File: src/rtl/rect_mover_pkg.sv
// Shared types and mode encodings for the rectangle mover.
package rect_mover_pkg;

   localparam logic [1:0] MODE_BOUNCE = 2'd0;
   localparam logic [1:0] MODE_WRAP   = 2'd1;
   localparam logic [1:0] MODE_STOP   = 2'd2;

   typedef enum logic [1:0] {
      MOVE_POS,
      MOVE_NEG,
      HALTED
   } axis_state_t;

endpackage

File: src/rtl/axis_mover.sv
// One animation axis: position, speed, direction/halt FSM and edge-hit pulse.
module axis_mover
   import rect_mover_pkg::*;
#(
   parameter int CW     = 12,
   parameter int SW     = 4,
   parameter int MIN    = 80,
   parameter int MAX    = 560,
   parameter int IP     = 320,
   parameter int IDIR   = 1,
   parameter int ISPEED = 1
) (
   input  logic          clk,
   input  logic          rst,
   input  logic          step,
   input  logic [1:0]    mode,
   input  logic          spd_load,
   input  logic [SW-1:0] spd_in,
   output logic [CW-1:0] pos,
   output logic          hit,
   output logic          hit_nxt,
   output axis_state_t   state_nxt
);

   localparam logic [CW-1:0] MIN_C = CW'(MIN);
   localparam logic [CW-1:0] MAX_C = CW'(MAX);
   localparam logic [CW:0]   MIN_W = (CW+1)'(MIN);
   localparam logic [CW:0]   MAX_W = (CW+1)'(MAX);

   // The fastest legal speed must not be able to jump across the whole range.
   if ((2**SW - 1) >= (MAX - MIN)) begin : g_bad_cfg
      $error("axis_mover: max speed must be smaller than MAX - MIN");
   end

   axis_state_t   state;
   logic [SW-1:0] speed;
   logic [CW:0]   cand_pos;
   logic [CW:0]   cand_neg;
   logic [CW-1:0] pos_nxt;

   // Next position/state/hit; a negative candidate shows up as the extra MSB set.
   always_comb begin
      cand_pos  = {1'b0, pos} + (CW+1)'(speed);
      cand_neg  = {1'b0, pos} - (CW+1)'(speed);
      pos_nxt   = pos;
      state_nxt = state;
      hit_nxt   = 1'b0;
      if (step && (speed != '0)) begin
         case (state)
            MOVE_POS: begin
               if (cand_pos >= MAX_W) begin
                  hit_nxt = 1'b1;
                  case (mode)
                     MODE_WRAP: pos_nxt = MIN_C;
                     MODE_STOP: begin
                        pos_nxt   = MAX_C;
                        state_nxt = HALTED;
                     end
                     default: begin
                        pos_nxt   = MAX_C;
                        state_nxt = MOVE_NEG;
                     end
                  endcase
               end else begin
                  pos_nxt = cand_pos[CW-1:0];
               end
            end
            MOVE_NEG: begin
               if (cand_neg[CW] || (cand_neg <= MIN_W)) begin
                  hit_nxt = 1'b1;
                  case (mode)
                     MODE_WRAP: pos_nxt = MAX_C;
                     MODE_STOP: begin
                        pos_nxt   = MIN_C;
                        state_nxt = HALTED;
                     end
                     default: begin
                        pos_nxt   = MIN_C;
                        state_nxt = MOVE_POS;
                     end
                  endcase
               end else begin
                  pos_nxt = cand_neg[CW-1:0];
               end
            end
            default: ;
         endcase
      end
      // A speed load re-arms a halted axis, heading away from the edge it rests on.
      if (spd_load && (state == HALTED))
         state_nxt = (pos >= MAX_C) ? MOVE_NEG : MOVE_POS;
   end

   // Axis registers; the speed load lands after any same-cycle step used the old speed.
   always_ff @(posedge clk) begin
      if (rst) begin
         pos   <= CW'(IP);
         state <= (IDIR != 0) ? MOVE_POS : MOVE_NEG;
         speed <= SW'(ISPEED);
         hit   <= 1'b0;
      end else begin
         pos   <= pos_nxt;
         state <= state_nxt;
         hit   <= hit_nxt;
         if (spd_load)
            speed <= spd_in;
      end
   end

endmodule

File: src/rtl/rect_mover.sv
// Animated rectangle: two axis movers, bounce counter, moving flag, edge arithmetic.
module rect_mover
   import rect_mover_pkg::*;
#(
   parameter int CW       = 12,
   parameter int HALF_W   = 80,
   parameter int HALF_H   = 60,
   parameter int IX       = 320,
   parameter int IY       = 240,
   parameter int IX_DIR   = 1,
   parameter int IY_DIR   = 1,
   parameter int D_WIDTH  = 640,
   parameter int D_HEIGHT = 480,
   parameter int SW       = 4,
   parameter int ISPEED   = 1
) (
   input  logic          i_clk,
   input  logic          i_rst,
   input  logic          i_ani_stb,
   input  logic          i_animate,
   input  logic [1:0]    i_mode,
   input  logic          i_spd_load,
   input  logic [SW-1:0] i_spd_x,
   input  logic [SW-1:0] i_spd_y,
   output logic [CW-1:0] o_x1,
   output logic [CW-1:0] o_x2,
   output logic [CW-1:0] o_y1,
   output logic [CW-1:0] o_y2,
   output logic          o_hit_x,
   output logic          o_hit_y,
   output logic [7:0]    o_bounces,
   output logic          o_moving
);

   logic          step;
   logic [CW-1:0] x;
   logic [CW-1:0] y;
   logic          hit_x_nxt;
   logic          hit_y_nxt;
   axis_state_t   x_state_nxt;
   axis_state_t   y_state_nxt;
   logic [8:0]    bounce_sum;

   assign step = i_animate && i_ani_stb;

   axis_mover #(
      .CW     (CW),
      .SW     (SW),
      .MIN    (HALF_W),
      .MAX    (D_WIDTH - HALF_W),
      .IP     (IX),
      .IDIR   (IX_DIR),
      .ISPEED (ISPEED)
   ) u_x (
      .clk       (i_clk),
      .rst       (i_rst),
      .step      (step),
      .mode      (i_mode),
      .spd_load  (i_spd_load),
      .spd_in    (i_spd_x),
      .pos       (x),
      .hit       (o_hit_x),
      .hit_nxt   (hit_x_nxt),
      .state_nxt (x_state_nxt)
   );

   axis_mover #(
      .CW     (CW),
      .SW     (SW),
      .MIN    (HALF_H),
      .MAX    (D_HEIGHT - HALF_H),
      .IP     (IY),
      .IDIR   (IY_DIR),
      .ISPEED (ISPEED)
   ) u_y (
      .clk       (i_clk),
      .rst       (i_rst),
      .step      (step),
      .mode      (i_mode),
      .spd_load  (i_spd_load),
      .spd_in    (i_spd_y),
      .pos       (y),
      .hit       (o_hit_y),
      .hit_nxt   (hit_y_nxt),
      .state_nxt (y_state_nxt)
   );

   assign o_x1 = x - CW'(HALF_W);
   assign o_x2 = x + CW'(HALF_W);
   assign o_y1 = y - CW'(HALF_H);
   assign o_y2 = y + CW'(HALF_H);

   // Widened sum so a double hit near the top still saturates cleanly.
   always_comb begin
      bounce_sum = {1'b0, o_bounces} + 9'(hit_x_nxt) + 9'(hit_y_nxt);
   end

   // Counter and moving flag track the axis next-state so they line up with the hit pulses.
   always_ff @(posedge i_clk) begin
      if (i_rst) begin
         o_bounces <= '0;
         o_moving  <= 1'b1;
      end else begin
         o_bounces <= bounce_sum[8] ? 8'hFF : bounce_sum[7:0];
         o_moving  <= !((x_state_nxt == HALTED) && (y_state_nxt == HALTED));
      end
   end

endmodule
File: config.mk
export PLATFORM = sky130hd
export DESIGN_NAME = rect_mover
export DESIGN_NICKNAME = d
export VERILOG_FILES = /design/src/rtl/rect_mover_pkg.sv /design/src/rtl/axis_mover.sv /design/src/rtl/rect_mover.sv
export SDC_FILE = /design/constraint.sdc
export NUM_CORES = 1
export LEC_CHECK = 0
export CORE_MARGIN = 2
export CORE_UTILIZATION = 55
export DETAILED_ROUTE_END_ITERATION = 7
export GPL_TIMING_DRIVEN = 0
export HOLD_SLACK_MARGIN = 0.08
export PLACE_DENSITY = 0.91
export SYNTH_ARGS = -nofsm -noshare
export SYNTH_HDL_FRONTEND = slang
export SYNTH_SLANG_ARGS = --single-unit
File: constraint.sdc
create_clock -name i_clk -period 5.2 [get_ports i_clk]
set_input_delay 1.3 -clock i_clk [delete_from_list [all_inputs] [get_ports i_clk]]
set_output_delay 1.3 -clock i_clk [all_outputs]
set_load 0.005 [all_outputs]
==> results <==
- The flow ran to the end, and the final reports show no timing, DRC or antenna violations.
- The area growth from synthesis to layout is 20.2%.
- The synthesized area per cell is 7.55 um^2.
- The area of the multi-input gates is 3350 um^2.
- The register clock-pin slew on the reported worst setup and hold paths is 100 ps.
- The routed layout has 5,108 vias.
- The remaining design rule violation count is 0.
- The largest area contributor in the netlist is sky130_fd_sc_hd__dfxtp_1.
- Once layout is complete, the utilization of the core stands at 68.6%.
- The CTS sink count is 47.
- The die is 96.6 um wide.
- The share of the synthesized area in the top cell type is 20.0%.
- The number of enable-type register cells in the synthesized netlist is 0.
- The largest single stage delay on the critical path is 530 ps.
- The number of H-tree levels is 2.
- The number of top-level pins is 74.
- The highest achievable clock rate is 0.205 GHz.
- The cell area after synthesis is 4710 um^2.
- The area of the die is 9330 um^2.
- For this block, the routed nets add up to 14,200 um of wire.
- The detail route stage leaves a number of antenna-violating nets equal to 0.
- The worst path in the final design needs a cycle of 4870 ps, including I/O delays and setup.
- The net count after synthesis is 669.
- CTS placed an instance of sky130_fd_sc_hd__clkbuf_8 at the clock tree root.
- The number of distinct library cells after synthesis is 79.
- The count of buffers added on input and output ports is 73.
- Global routing used 30.8% of the available tracks across all layers.
- The number of cells on the worst reg-to-reg path is 18.
- The hold path startpoint is u_x.pos[0].
- The worst setup path is of the register to register kind.
- Dividing the detail-routed wire length by the instance count gives 17.6 um.
- For the worst setup path, the data arrival time is 5110 ps.
- At the pin with the least slew margin, the transition time is 1180 ps.
- In the synthesized netlist the dominant register cell turns out to be sky130_fd_sc_hd__dfxtp_1.
- The number of hold buffers added after cts is 0.
- Setup repair after global routing left no endpoint under its margin.
- The max-slew violation total from the final report is 0.
- Of the cells placed in the final design, the portion with a size suffix greater than 1 is 7.80%.
- The worst reg2reg path startpoint is u_y.pos[0].
- By area the synthesized netlist is led by sky130_fd_sc_hd__dfxtp_1, sky130_fd_sc_hd__ha_1, sky130_fd_sc_hd__xnor2_1, sky130_fd_sc_hd__nor2_1, sky130_fd_sc_hd__a21oi_1.
- In the synthesized netlist the async set-or-reset flop fraction comes to 0%.
- The critical path ends at o_bounces[3].
- The maximum count of clock buffers along a single path is 2.
- The worst relative slew slack is 20.6%.
- Dividing the detail-routed via count by the number of cells gives 6.31.
- The final-report hold violation count came to 0.
- The kind of start point of the critical path is a register.
- The worst register-to-register path ends at o_bounces[3].
- The number of optimization iterations in the first detailed-route pass is 5.
- Sorting the synthesized cells by how often they occur yields sky130_fd_sc_hd__nor2_1, sky130_fd_sc_hd__dfxtp_1, sky130_fd_sc_hd__a21oi_1, sky130_fd_sc_hd__nand2_1, sky130_fd_sc_hd__inv_1.
- The die outline height is 96.6 um.
- The iteration-0 DRC count of the detailed router is 442.
- The total of flip-flops plus latches after synthesis is 47.
- Synthesis produced a netlist whose cell count is 624.
- The critical path capture point type is a register.
- The leakage power of the design is 2.10 nW.
- The power per cell area is 172 nW/um^2.
- After legalization and detailed placement, the total HPWL measured 10,800 um.
- Of all nets on the critical path, the largest fanout is 10.
- The final non-filler cell area is 5670 um^2.
- The library cell contributing the largest single delay on the critical path is sky130_fd_sc_hd__nor4_2.
- The origin of the worst setup path is u_y.pos[0].
- In this run the standard cell core region covers 8260 um^2.
- The largest net degree at the start of global routing is 17.
- The clock insertion delay at the later pin of the skew report is 310 ps.
- Buffers added to address setup during post-CTS repair amount to 0.
- After the last flow step, the layout net total stands at 749.
- STA puts the critical path data required time at 5440 ps.
- Setup violations remaining at the end of the flow were counted as 0.
- The critical path goes through inv_1, ha_1, fa_1, nor2b_1, o22ai_2, nand3_1, or4b_1, nor4_2, nand2b_4, buf_6, o21ai_1, or2_1, fa_1, inv_1, ha_1, and3_1, nand3_1, a21oi_1.
- The most frequently used cell type in the post-synthesis netlist is sky130_fd_sc_hd__nor2_1.
- The instance area at placement is 5580 um^2.
- TritonCTS built the clock tree.
- Once the floorplan was initialized, standard cells occupied 57.1% of the core.
- The number of buffers inserted during clock tree synthesis is 5.
- The global-route wire length before repair is 22,600 um.
- The worst hold path belongs to the class register to register.
- The final period utilization is 93.7%.
- The number of gates given a new drive strength after cts is 0.
- The sum of overflow across all layers after global routing is 0.
- The worst-case IR drop observed on VDD is 0.154 mV.
- Summing the sequential cell areas from Yosys gives 20.0% of the chip area.
- The number of fill cells is 709.
- The final weighted congestion in routability-driven placement is 0.961.
- The repair_antennas step left the layout with diodes totalling 0.
- In the final timing run, aggregate negative setup slack is 0 ps.
- Row generation in the floorplan step produced 33 rows.
- The number of global-route vias before repair is 4,590.
- In this run the register-to-register setup slack is 330 ps.
- The Yosys step of the flow raised 0 warnings.
- Across the run, the number of max-cap violations was 0.
- The worst-case clock skew is 12.9 ps.
- The number of antenna violations at the first check in global routing came to 0.
- The register cell area after layout is 941 um^2.
-- routing by layer --
layer	wire, um	track usage [%]	up-vias
met3	1230	4.50	35
li1	-	-	2385
met1	6360	44.0	2393
met4	274	7.98	0
met2	6350	48.7	295
met5	0	0	-
-- critical path: cells and delay by family (launching register included) --
family | cells | cell delay, ps
buf+inv | 3 | 320
compound gates | 3 | 470
fa+ha+maj | 4 | 1250
flops | 1 | 420
simple gates | 8 | 2350
-- stage by stage --
step | std cells | hold slack [ps] | setup slack [ps] | total power, mW
after floorplan | 624 | 475 | 1080 | 0.617
after global placement | 802 | 494 | 421 | 0.727
after CTS | 810 | 545 | 340 | 0.969
final | 810 | 531 | 325 | 0.975
after detailed placement | 802 | 529 | 386 | 0.739
after global routing | 810 | 563 | 21.8 | 1.02
-- cell type report --
type	instances	share of cell area, %
clock inverters	3	0.397
well taps	105	2.32
inverters	35	2.32
repair buffers	73	12.9
flip-flops and latches	47	16.6
plain buffers	57	5.12
multi-input cells	485	59.1
clock buffers	5	1.21
-- worst min-delay path by stage --
stage                 end  slack, ps  cells after the start
2_1_floorplan  u_x.pos[0]        470                      2
3_3_place_gp   u_x.pos[0]        490                      2
3_5_place_dp   u_x.pos[0]        530                      2
4_1_cts        u_x.pos[0]        540                      2
5_1_grt        u_x.pos[0]        560                      2
6_report       u_x.pos[0]        530                      2
-- power by group --
| part | internal (mW) | switching, mW | total, mW |
|---|---|---|---|
| logic | 0.163 | 0.184 | 0.347 |
| clock network | 0.0967 | 0.139 | 0.236 |
| registers | 0.372 | 0.0202 | 0.393 |
| total | 0.632 | 0.343 | 0.975 |
-- layout by cell type, fill, tap and decap left out, types with 4 or more instances in the layout --
master	count
sky130_fd_sc_hd__a211o_1	4
sky130_fd_sc_hd__a211oi_1	10
sky130_fd_sc_hd__a21oi_1	39
sky130_fd_sc_hd__a221oi_1	4
sky130_fd_sc_hd__a22o_1	4
sky130_fd_sc_hd__a31oi_1	7
sky130_fd_sc_hd__and3_1	6
sky130_fd_sc_hd__buf_1	7
sky130_fd_sc_hd__buf_2	7
sky130_fd_sc_hd__buf_4	14
sky130_fd_sc_hd__clkbuf_1	27
sky130_fd_sc_hd__clkbuf_8	5
sky130_fd_sc_hd__clkdlybuf4s50_1	73
sky130_fd_sc_hd__dfxtp_1	47
sky130_fd_sc_hd__fa_1	5
sky130_fd_sc_hd__ha_1	25
sky130_fd_sc_hd__inv_1	34
sky130_fd_sc_hd__mux2_2	5
sky130_fd_sc_hd__mux2i_1	9
sky130_fd_sc_hd__nand2_1	38
sky130_fd_sc_hd__nand2b_1	17
sky130_fd_sc_hd__nand3_1	22
sky130_fd_sc_hd__nor2_1	59
sky130_fd_sc_hd__nor2b_1	19
sky130_fd_sc_hd__nor3_1	20
sky130_fd_sc_hd__nor4_1	11
sky130_fd_sc_hd__nor4b_1	5
sky130_fd_sc_hd__o2111ai_1	5
sky130_fd_sc_hd__o21a_1	5
sky130_fd_sc_hd__o21ai_0	29
sky130_fd_sc_hd__o31ai_1	5
sky130_fd_sc_hd__or3_1	9
sky130_fd_sc_hd__xnor2_1	29
sky130_fd_sc_hd__xor2_1	19
-- cell families (layout without fill, tap and decap cells) --
logic type,Yosys count,in the layout,synth area share [%]
AO/OA/AOI/OAI,158,158,23.8
adder cells (fa/ha/maj),30,30,8.76
AND/OR/NAND/NOR,235,235,26.5
flip-flops,47,47,20.0
XOR/XNOR,48,48,8.92
buffers and inverters,92,173,8.95
multiplexers,14,14,3.11
-- state kept, by name (all words and copies together) (netlist names) --
name,cells
u_x.pos,12
u_y.hit,1
u_y.speed,4
o_moving,1
u_x.state,2
u_x.speed,4
u_x.hit,1
u_y.state,2
u_y.pos,12
o_bounces,8
(Power assumes the default switching activity.)
